--- config.mk ---
export PLATFORM = sky130hd
export DESIGN_NAME = time_display_ctrl
export DESIGN_NICKNAME = d
export VERILOG_FILES = /design/src/rtl/time_display_ctrl_pkg.sv /design/src/rtl/bcd_mod_counter.sv /design/src/rtl/time_display_ctrl.sv
export SDC_FILE = /design/constraint.sdc
export NUM_CORES = 1
export LEC_CHECK = 0
export CAP_MARGIN = 25
export CORE_ASPECT_RATIO = 0.7
export CORE_MARGIN = 10
export CORE_UTILIZATION = 36
export DETAILED_ROUTE_END_ITERATION = 7
export SLEW_MARGIN = 15
export SYNTH_ARGS = -nofsm -noshare
export SYNTH_HDL_FRONTEND = slang
export SYNTH_SLANG_ARGS = --single-unit
export TNS_END_PERCENT = 100
--- constraint.sdc ---
create_clock -name clk -period 2.49 [get_ports clk]
set_input_delay 0.3735 -clock clk [delete_from_list [all_inputs] [get_ports clk]]
set_output_delay 0.3735 -clock clk [all_outputs]
set_load 0.02 [all_outputs]
--- src/rtl/time_display_ctrl_pkg.sv ---
// Shared display-mode codes, BCD constants and hour-format helpers for the
// time-of-day display controller.
package time_display_ctrl_pkg;

  typedef enum logic [1:0] {
    STAT_12_ONE = 2'b00,
    STAT_12_TWO = 2'b01,
    STAT_24_ONE = 2'b10,
    STAT_24_TWO = 2'b11
  } disp_state_e;

  localparam logic [3:0] BCD_BLANK = 4'hF;

  typedef struct packed {
    logic [3:0] tens;
    logic [3:0] ones;
  } bcd_pair_t;

  // Maps a 00-23 BCD hour onto the 1-12 clock face without a binary detour.
  function automatic bcd_pair_t hour_to_12h(input bcd_pair_t hr24);
    bcd_pair_t hr12;
    hr12 = hr24;
    unique case (hr24.tens)
      4'd0: begin
        if (hr24.ones == 4'd0) begin
          hr12.tens = 4'd1;
          hr12.ones = 4'd2;
        end
      end
      4'd1: begin
        if (hr24.ones >= 4'd3) begin
          hr12.tens = 4'd0;
          hr12.ones = hr24.ones - 4'd2;
        end
      end
      4'd2: begin
        if (hr24.ones <= 4'd1) begin
          hr12.tens = 4'd0;
          hr12.ones = hr24.ones + 4'd8;
        end else begin
          hr12.tens = 4'd1;
          hr12.ones = hr24.ones - 4'd2;
        end
      end
      default: hr12 = hr24;
    endcase
    return hr12;
  endfunction

  function automatic logic hour_is_pm(input bcd_pair_t hr24);
    return (hr24.tens >= 4'd2) || (hr24.tens == 4'd1 && hr24.ones >= 4'd2);
  endfunction

endpackage

--- src/rtl/bcd_mod_counter.sv ---
// Two-digit BCD counter that wraps after MAX_TENS:MAX_ONES; carry flags the
// enabled step that wraps so the next stage can chain on it.
module bcd_mod_counter
  import time_display_ctrl_pkg::*;
#(
  parameter logic [3:0] MAX_TENS = 4'd5,
  parameter logic [3:0] MAX_ONES = 4'd9
) (
  input  logic       clk,
  input  logic       rst_n,
  input  logic       en,
  input  logic       clr_on_wrap,
  output logic [3:0] tens,
  output logic [3:0] ones,
  output logic       carry
);

  logic at_max;

  assign at_max = (tens == MAX_TENS) && (ones == MAX_ONES);
  assign carry  = en & at_max;

  // With clr_on_wrap low the counter parks at its maximum instead of rolling.
  always_ff @(posedge clk or negedge rst_n) begin
    if (!rst_n) begin
      tens <= 4'd0;
      ones <= 4'd0;
    end else if (en) begin
      if (at_max) begin
        if (clr_on_wrap) begin
          tens <= 4'd0;
          ones <= 4'd0;
        end
      end else if (ones == 4'd9) begin
        tens <= tens + 4'd1;
        ones <= 4'd0;
      end else begin
        ones <= ones + 4'd1;
      end
    end
  end

endmodule

--- src/rtl/time_display_ctrl.sv ---
// Time-of-day keeper with 12/24 h formatting and HH:MM / MM:SS page select,
// driving a registered 4-digit BCD bus and PM flag to the 7-segment scanner.
module time_display_ctrl
  import time_display_ctrl_pkg::*;
#(
  parameter logic [3:0] BLANK_CODE    = BCD_BLANK,
  parameter bit         LEADING_BLANK = 1'b1
) (
  input  logic       clk,
  input  logic       rst_n,
  input  logic [1:0] state,
  input  logic       tick,
  input  logic       inc_hr,
  input  logic       inc_min,
  output logic [3:0] digit3,
  output logic [3:0] digit2,
  output logic [3:0] digit1,
  output logic [3:0] digit0,
  output logic       pm
);

  logic        adjust;
  logic        sec_en;
  logic        min_en;
  logic        hr_en;
  logic [3:0]  sec_tens;
  logic [3:0]  sec_ones;
  logic        sec_carry;
  logic [3:0]  min_tens;
  logic [3:0]  min_ones;
  logic        min_carry;
  logic [3:0]  hr_tens;
  logic [3:0]  hr_ones;
  logic        hr_wrap_unused;
  bcd_pair_t   sec_bcd;
  bcd_pair_t   min_bcd;
  bcd_pair_t   hr_bcd;
  bcd_pair_t   hr12_bcd;
  bcd_pair_t   hr_shown;
  disp_state_e mode;
  logic        twelve_hr;
  logic        page_two;
  logic [15:0] digits_next;
  logic        pm_next;

  // Manual adjust swallows a coincident tick, and a minute bump never ripples into the hour.
  assign adjust = inc_hr | inc_min;
  assign sec_en = tick & ~adjust;
  assign min_en = inc_min | sec_carry;
  assign hr_en  = inc_hr | (min_carry & ~inc_min);

  bcd_mod_counter #(.MAX_TENS(4'd5), .MAX_ONES(4'd9)) u_sec (
    .clk         (clk),
    .rst_n       (rst_n),
    .en          (sec_en),
    .clr_on_wrap (1'b1),
    .tens        (sec_tens),
    .ones        (sec_ones),
    .carry       (sec_carry)
  );

  bcd_mod_counter #(.MAX_TENS(4'd5), .MAX_ONES(4'd9)) u_min (
    .clk         (clk),
    .rst_n       (rst_n),
    .en          (min_en),
    .clr_on_wrap (1'b1),
    .tens        (min_tens),
    .ones        (min_ones),
    .carry       (min_carry)
  );

  bcd_mod_counter #(.MAX_TENS(4'd2), .MAX_ONES(4'd3)) u_hr (
    .clk         (clk),
    .rst_n       (rst_n),
    .en          (hr_en),
    .clr_on_wrap (1'b1),
    .tens        (hr_tens),
    .ones        (hr_ones),
    .carry       (hr_wrap_unused)
  );

  assign sec_bcd  = '{tens: sec_tens, ones: sec_ones};
  assign min_bcd  = '{tens: min_tens, ones: min_ones};
  assign hr_bcd   = '{tens: hr_tens,  ones: hr_ones};
  assign hr12_bcd = hour_to_12h(hr_bcd);
  assign mode     = disp_state_e'(state);

  always_comb begin
    twelve_hr = 1'b0;
    page_two  = 1'b0;
    unique case (mode)
      STAT_12_ONE: twelve_hr = 1'b1;
      STAT_12_TWO: begin
        twelve_hr = 1'b1;
        page_two  = 1'b1;
      end
      STAT_24_ONE: twelve_hr = 1'b0;
      STAT_24_TWO: page_two  = 1'b1;
      default: begin
        twelve_hr = 1'b0;
        page_two  = 1'b0;
      end
    endcase
  end

  // PM stays live on the MM:SS page so the indicator does not flicker on page flips.
  always_comb begin
    hr_shown = hr_bcd;
    pm_next  = 1'b0;
    if (twelve_hr) begin
      hr_shown = hr12_bcd;
      pm_next  = hour_is_pm(hr_bcd);
      if (LEADING_BLANK && hr12_bcd.tens == 4'd0) begin
        hr_shown.tens = BLANK_CODE;
      end
    end
    if (page_two) begin
      digits_next = {min_bcd, sec_bcd};
    end else begin
      digits_next = {hr_shown, min_bcd};
    end
  end

  // Reset image is 12:00 so a freshly reset 12 h display looks like midnight, not blank.
  always_ff @(posedge clk or negedge rst_n) begin
    if (!rst_n) begin
      digit3 <= 4'd1;
      digit2 <= 4'd2;
      digit1 <= 4'd0;
      digit0 <= 4'd0;
      pm     <= 1'b0;
    end else begin
      digit3 <= digits_next[15:12];
      digit2 <= digits_next[11:8];
      digit1 <= digits_next[7:4];
      digit0 <= digits_next[3:0];
      pm     <= pm_next;
    end
  end

endmodule

* Yosys cells after proc, flatten, opt, wreduce, memory -nomap -nowiden
Index checks and enable logic that the tools add are counted.
Widths: inputs -> output; s select.
** Word-level totals
- Bits in registers :: 41
- Word-level logic and storage cells :: 81
** Operators by class
- Add/sub/neg operators :: 8
- $lt $le $gt $ge :: 4
- Eq/ne operators :: 10
- Muxes and demuxes :: 22
- Bitwise operators :: 9
- Reduce and logical (&&, ||, !) cells :: 17
** Operators by type and width (number)
- $mux 4 :: 13
- $add 4x1->4 const B :: 6
- $mux 8 :: 3
- $pmux 8 s3 :: 1
- $mux 16 :: 1
- $eq 4x4->1 const B :: 3
- $ge 4x2->1 const B :: 3
- $logic_not 4->1 :: 3
- $eq 4x2->1 const B :: 2
- $eq 4x3->1 const B :: 2
- $reduce_and 2->1 :: 3
- $reduce_bool 2->1 :: 3
- $mux 5 :: 1
- $add 4x4->4 const B :: 1
- $and 1x1->1 :: 4
- $eq 4x1->1 const B :: 1
- $le 4x1->1 const B :: 1
- $logic_and 1x1->1 :: 4
- $reduce_or 2->1 :: 2
- $sub 4x2->4 const B :: 1
- $mux 1 :: 3
- $or 1x1->1 :: 3
- $eq 2x1->1 const B :: 1
- $eq 2x2->1 const B :: 1
- 3 further kinds :: 4

* Logic depth before layout (Yosys ltp)
Gate-level depths: netlist of run 1.
- Word-level depth :: 9
- Mapped depth :: 8
- Gate-level depth less buffers :: 7

* Cells and area by module
Synthesis of run 1 repeated with hierarchy kept, for this count alone.
** Unflattened totals
- Cell total of the unflattened synthesis :: 234
- Area, all modules :: 2364.8 µm²
** By module, submodules not included
- bcd_mod_counter (u_min ...) :: instances 2, cells an instance 47, area an instance 483.0 µm², sequential area each 200.2 µm²
- time_display_ctrl :: instances 1, cells an instance 94, area an instance 928.4 µm², sequential area each 427.9 µm²
- bcd_mod_counter (u_hr) :: instances 1, cells an instance 46, area an instance 470.5 µm², sequential area each 200.2 µm²

* Worst setup path before layout of run 1
No wires, ideal clock.
- Path type :: register to register
- Start point :: register u_hr.tens[0]
- End point :: register digit3[1]
- Setup time :: 79 ps
- Arrival :: 1792 ps
- Setup slack :: 618 ps
- Stages on the path, launching flop included :: 8
- Clock period less this slack :: 1872 ps
- Path through :: dfrtp_1 -> inv_1 -> ha_1 -> or3_1 -> o211ai_1 -> a2111o_1 -> nor3_2 -> a2bb2oi_1
** On the way
- Cells in the longest elaborated chain, start to end :: 6
- Elaborated cells on any way between the ends :: 10
- Classes of those cells :: eq/ne (2); mux (6); reduce/logical (2)
** Ends and longest elaborated chain
- start, declared :: line bcd_mod_counter.sv:13 : output logic [3:0] tens,
- start signal, assigned :: line bcd_mod_counter.sv:35 : tens <= tens + 4'd1;
- $eq 4x2->1, or another cell as far along :: line time_display_ctrl_pkg.sv:23 : unique case (hr24.tens)
- $pmux 8 s3 * :: line time_display_ctrl_pkg.sv:23
- $logic_not 4->1 :: line time_display_ctrl.sv:113 : if (LEADING_BLANK && hr12_bcd.tens == 4'd0) begin
- $mux 4 * :: line time_display_ctrl.sv:113
- $mux 8 * :: line time_display_ctrl.sv:110 : if (twelve_hr) begin
- $mux 16 * :: line time_display_ctrl.sv:117 : if (page_two) begin
- via digits_next[13] :: line time_display_ctrl.sv:43 : logic [15:0] digits_next;
- end signal, assigned :: line time_display_ctrl.sv:133 : digit3 <= digits_next[15:12];
- end, declared :: line time_display_ctrl.sv:15 : output logic [3:0] digit3,
Mark *: on every way through the listed nets, which the timed path passes. The rest lies on a longest branch.
A chain may end at the register's enable or synchronous reset.

* Final worst setup path of run 1
- Start point :: register u_hr.tens[1]
- End point :: register digit3[1]
** On the way
- Cells in the longest elaborated chain, start to end :: 6
- Elaborated cells on any way between the ends :: 10
- Classes of those cells :: eq/ne (2); mux (6); reduce/logical (2)
** Ends and longest elaborated chain (line)
- $eq 4x2->1, or another cell as far along :: time_display_ctrl_pkg.sv:23
- $pmux 8 s3 :: time_display_ctrl_pkg.sv:23
- $logic_not 4->1 :: time_display_ctrl.sv:113
- $mux 4 :: time_display_ctrl.sv:113
- $mux 8 * :: time_display_ctrl.sv:110
- $mux 16 * :: time_display_ctrl.sv:117
- via digits_next[13] :: time_display_ctrl.sv:43
Marked as above.

==> results of run 1 <==
[layout by cell type, fill, tap and decap left out, types with 2 or more instances in the layout]
master and n:
o31ai_1 4, dfstp_2 2, and2_1 2, ha_1 14, o21ai_0 22, nand2_1 26
xor2_1 2, nor2_1 12, a21oi_1 6, clkdlybuf4s50_1 22, nor3_1 4, a21o_1 3
o22ai_1 2, nand2b_1 2, nor4_1 2, dfrtp_1 39, mux2_2 10, nand3_1 5
clkbuf_8 6, a22o_1 2, o31a_1 2, nor2b_1 3, nand3b_1 2, inv_1 12
buf_4 5, or3_1 3, or4_1 3, and3b_1 2
[layout make-up]
class                           instances  area (um2)
Multi-Input combinational cell        164        1150
Tap cell                               78        97.6
Inverter                               12        45.0
Sequential cell                        41        1030
Fill cell                             617        3450
Timing Repair Buffer                   30         293
Clock buffer                            7        86.3
Clock inverter                          1        30.0
[kinds of logic (layout without fill, tap and decap cells)]
| kind of cell | count (synthesis) | after routing | synth area share (%) |
|---|---|---|---|
| AO/OA/AOI/OAI | 59 | 59 | 17.9 |
| buffers and inverters | 20 | 50 | 4.18 |
| flip-flops | 41 | 41 | 45.2 |
| adder cells (fa/ha/maj) | 14 | 14 | 7.69 |
| multiplexers | 11 | 11 | 5.38 |
| AND/OR/NAND/NOR | 77 | 77 | 18.6 |
| XOR/XNOR | 3 | 3 | 1.15 |
[layer usage]
layer | up-vias | share of wire, % | GRT usage [%]
met5 | - | 0 | 0
met1 | 818 | 51 | 14.5
met3 | 7 | 6.8 | 3.59
met2 | 45 | 40 | 13.8
li1 | 872 | - | -
met4 | 0 | 1.6 | 4.71
[synthesized netlist by cell type (2+ instances only)]
cell      number
inv_1         12
mux2_2        10
a21oi_1        6
nand2b_1       2
nor3_1         4
or3_1          3
o31a_1         2
nor4_1         2
nand3_1        5
nand2_1       26
and3b_1        2
or4_1          3
o31ai_1        4
a21o_1         3
o21ai_0       22
xor2_1         2
dfstp_2        2
buf_6          2
o22ai_1        2
nor2_1        12
ha_1          14
dfrtp_1       39
clkbuf_1       4
a22o_1         2
and2_1         2
nand3b_1       2
nor2b_1        3
[worst max-delay path: cells and delay by family (launching register included)]
kind / cells / cell delay, ns
AOI/OAI and AO/OA: 3 / 0.76
DFF: 1 / 0.50
and+or+nand+nor: 2 / 0.41
adders and majority gates: 1 / 0.39
[state kept, by name, summed over array words and instances (netlist names)]
register / count
digit0: 4
digit1: 4
digit2: 4
digit3: 4
pm: 1
u_hr.ones: 4
u_hr.tens: 4
u_min.ones: 4
u_min.tens: 4
u_sec.ones: 4
u_sec.tens: 4
[power by group]
group,internal (uW),switching [uW]
sequential,930,296
combinational,613,668
clock,327,230
[worst max-delay path by stage]
| stage | startpoint | end | slack, ns | cells after the start |
|---|---|---|---|---|
| finish | u_hr.tens[1] | digit3[1] | 0.34 | 6 |
| global route | u_hr.tens[1] | digit3[1] | 0.13 | 6 |
| CTS | u_hr.tens[1] | digit3[1] | 0.35 | 6 |
| detailed placement | tick | u_hr.ones[2] | 0.12 | 6 |
| global placement | tick | u_hr.ones[2] | 0.17 | 6 |
| floorplan | u_hr.tens[0] | digit3[1] | 0.62 | 7 |
[what timing repair did]
action | CTS | global route
hold endpoints to repair | 0 | 10
resized for setup | 0 | 0
hold buffers | 0 | 1
[metrics by stage]
step | setup slack, ns | total power [uW] | hold slack (ns) | std cells
global placement | 0.174 | 2500 | 0.518 | 323
detailed placement | 0.116 | 2510 | 0.531 | 323
finish | 0.343 | 3060 | 0.491 | 333
floorplan | 0.618 | 2070 | 0.0779 | 225
CTS | 0.354 | 3080 | 0.236 | 331
global route | 0.133 | 3330 | 0.530 | 333
==> summary.txt, run 1 <==
Placed design
  • Half-perimeter wire length after placement: approximately 3.5 mm
  • IO buf count: 23
  • Post-DP Area: approximately 2600 um2
  • RD Place Congestion: 0.874

Critical path
  • Setup crit start kind: flip-flop
  • Critical path class: reg2reg
  • CP Max Fanout: 9
  • Worst-path cell chain: ha_1, or3_1, o211ai_1, a2111o_1, nor3_2, a2bb2oi_1
  • Crit end category: flip-flop
  • Origin of the critical flop-to-flop path: u_hr.tens[1]
  • Critical Path RT: ~2.7 ns
  • Critical Path AT: approximately 2.4 ns
  • R2R Setup Slk: ~0.34 ns
  • Largest stage delay on the critical path: 0.50 ns
  • Reg2Reg Depth: 6
  • Worst R2R End: digit3[1]
  • Slowest cell on the critical path: dfrtp_1

Detailed routing
  • DR DRC count: 0
  • Drt first pass iters: 4
  • Vias per inst: between 5 and 6
  • WL/cell: roughly 15 um
  • Vias: about 1,700
  • DRT Wirelength: ~4.9 mm
  • DR iter-0 viols: 77
  • Routed Antenna Nets: 0

CTS
  • Htree depth: 2
  • CTS tree: done
  • Clock Sink Count: 41
  • CTS root buf: clkbuf_8
  • CTS clk-pin slew, worst paths: approximately 0.080 ns
  • Worst-case clock buffer depth: 2
  • Setup bufs post-CTS: 0
  • Worst-skew pair later-pin latency: a little under 0.3 ns
  • Total CTS buffers: 5

Global route
  • Overflow after GRT: 0
  • Number of global-route vias before repair: between 1,500 and 2,000
  • Pin count of the biggest net entering global routing: 42
  • Tot GR Track Use: 10.4%
  • Global-route wire length before repair: roughly 8.3 mm
  • Antenna violations before repair: 0

Final layout
  • # diodes: 0
  • Cell area after layout: between 2000 and 3000 um2
  • Fraction of layout cells with a size suffix above 1: between 10% and 20%
  • Fin util: 44.2%
  • Layout area overhead: 20.1%
  • Nets: 275

Synth
  • Yosys warns: 0
  • Number of flops mapped to enable cells by yosys: 0
  • Prevailing post-synth register cell: dfrtp_1
  • Fraction of registers with async set/reset: 100%
  • Synthesized cell area: 2280 um2
  • Synth unique cells: 60
  • Yosys top cell by area: dfrtp_1
  • Area fraction of the dominant cell type after synthesis: 42.9%
  • Synthesized flop and latch total: 41
  • Synth Instances: ~230
  • Post-synthesis sequential area ratio: between 40% and 50%
  • Synth top area cells: dfrtp_1 (43%), ha_1 (7.7%), mux2_2 (4.9%)
  • Syn_nets: 246
  • Post-synthesis average cell area: between 10 and 15 um2

Worst hold path
  • Worst hold path type: in2async

Timing
  • RSZ-0062 raised after global routing: no
  • Fmax: approximately 0.47 GHz
  • Final hold viol count: 0
  • Final Skew: slightly above 0.005 ns
  • Min cycle time layout: ~2.1 ns
  • Max Transition Viols Final: 0
  • Post-route setup TNS: 0 ns
  • Slew @ Worst Pin: 0.555 ns
  • Final setup viols: 0
  • Final period util: between 80% and 90%
  • Slew headroom: between 60% and 70%

Floorplan
  • # rows: 24
  • Die H: slightly below 90 um
  • Initial core utilization: between 30 and 40%
  • Die footprint: 9960 um2
  • I/O pin count: 24
  • Die X: 115 um
  • Core ar.: roughly 6200 um2

Status
  • Status: complete, no violations

Flow run
  • Maxcap violations: 0

Power
  • Power per Cell Area: between 1000 and 1500 nW/um2
  • Peak VDD IR: about 0.45 mV
  • Pleak: ~0.0012 uW
Power figures use the tool's default switching activity.
==> run 2: changes to the inputs <==
- CTS_CLUSTER_SIZE: not set -> 30
==> results of run 2 <==
No change in the layout: final DEF, timing and power equal those of run 1.
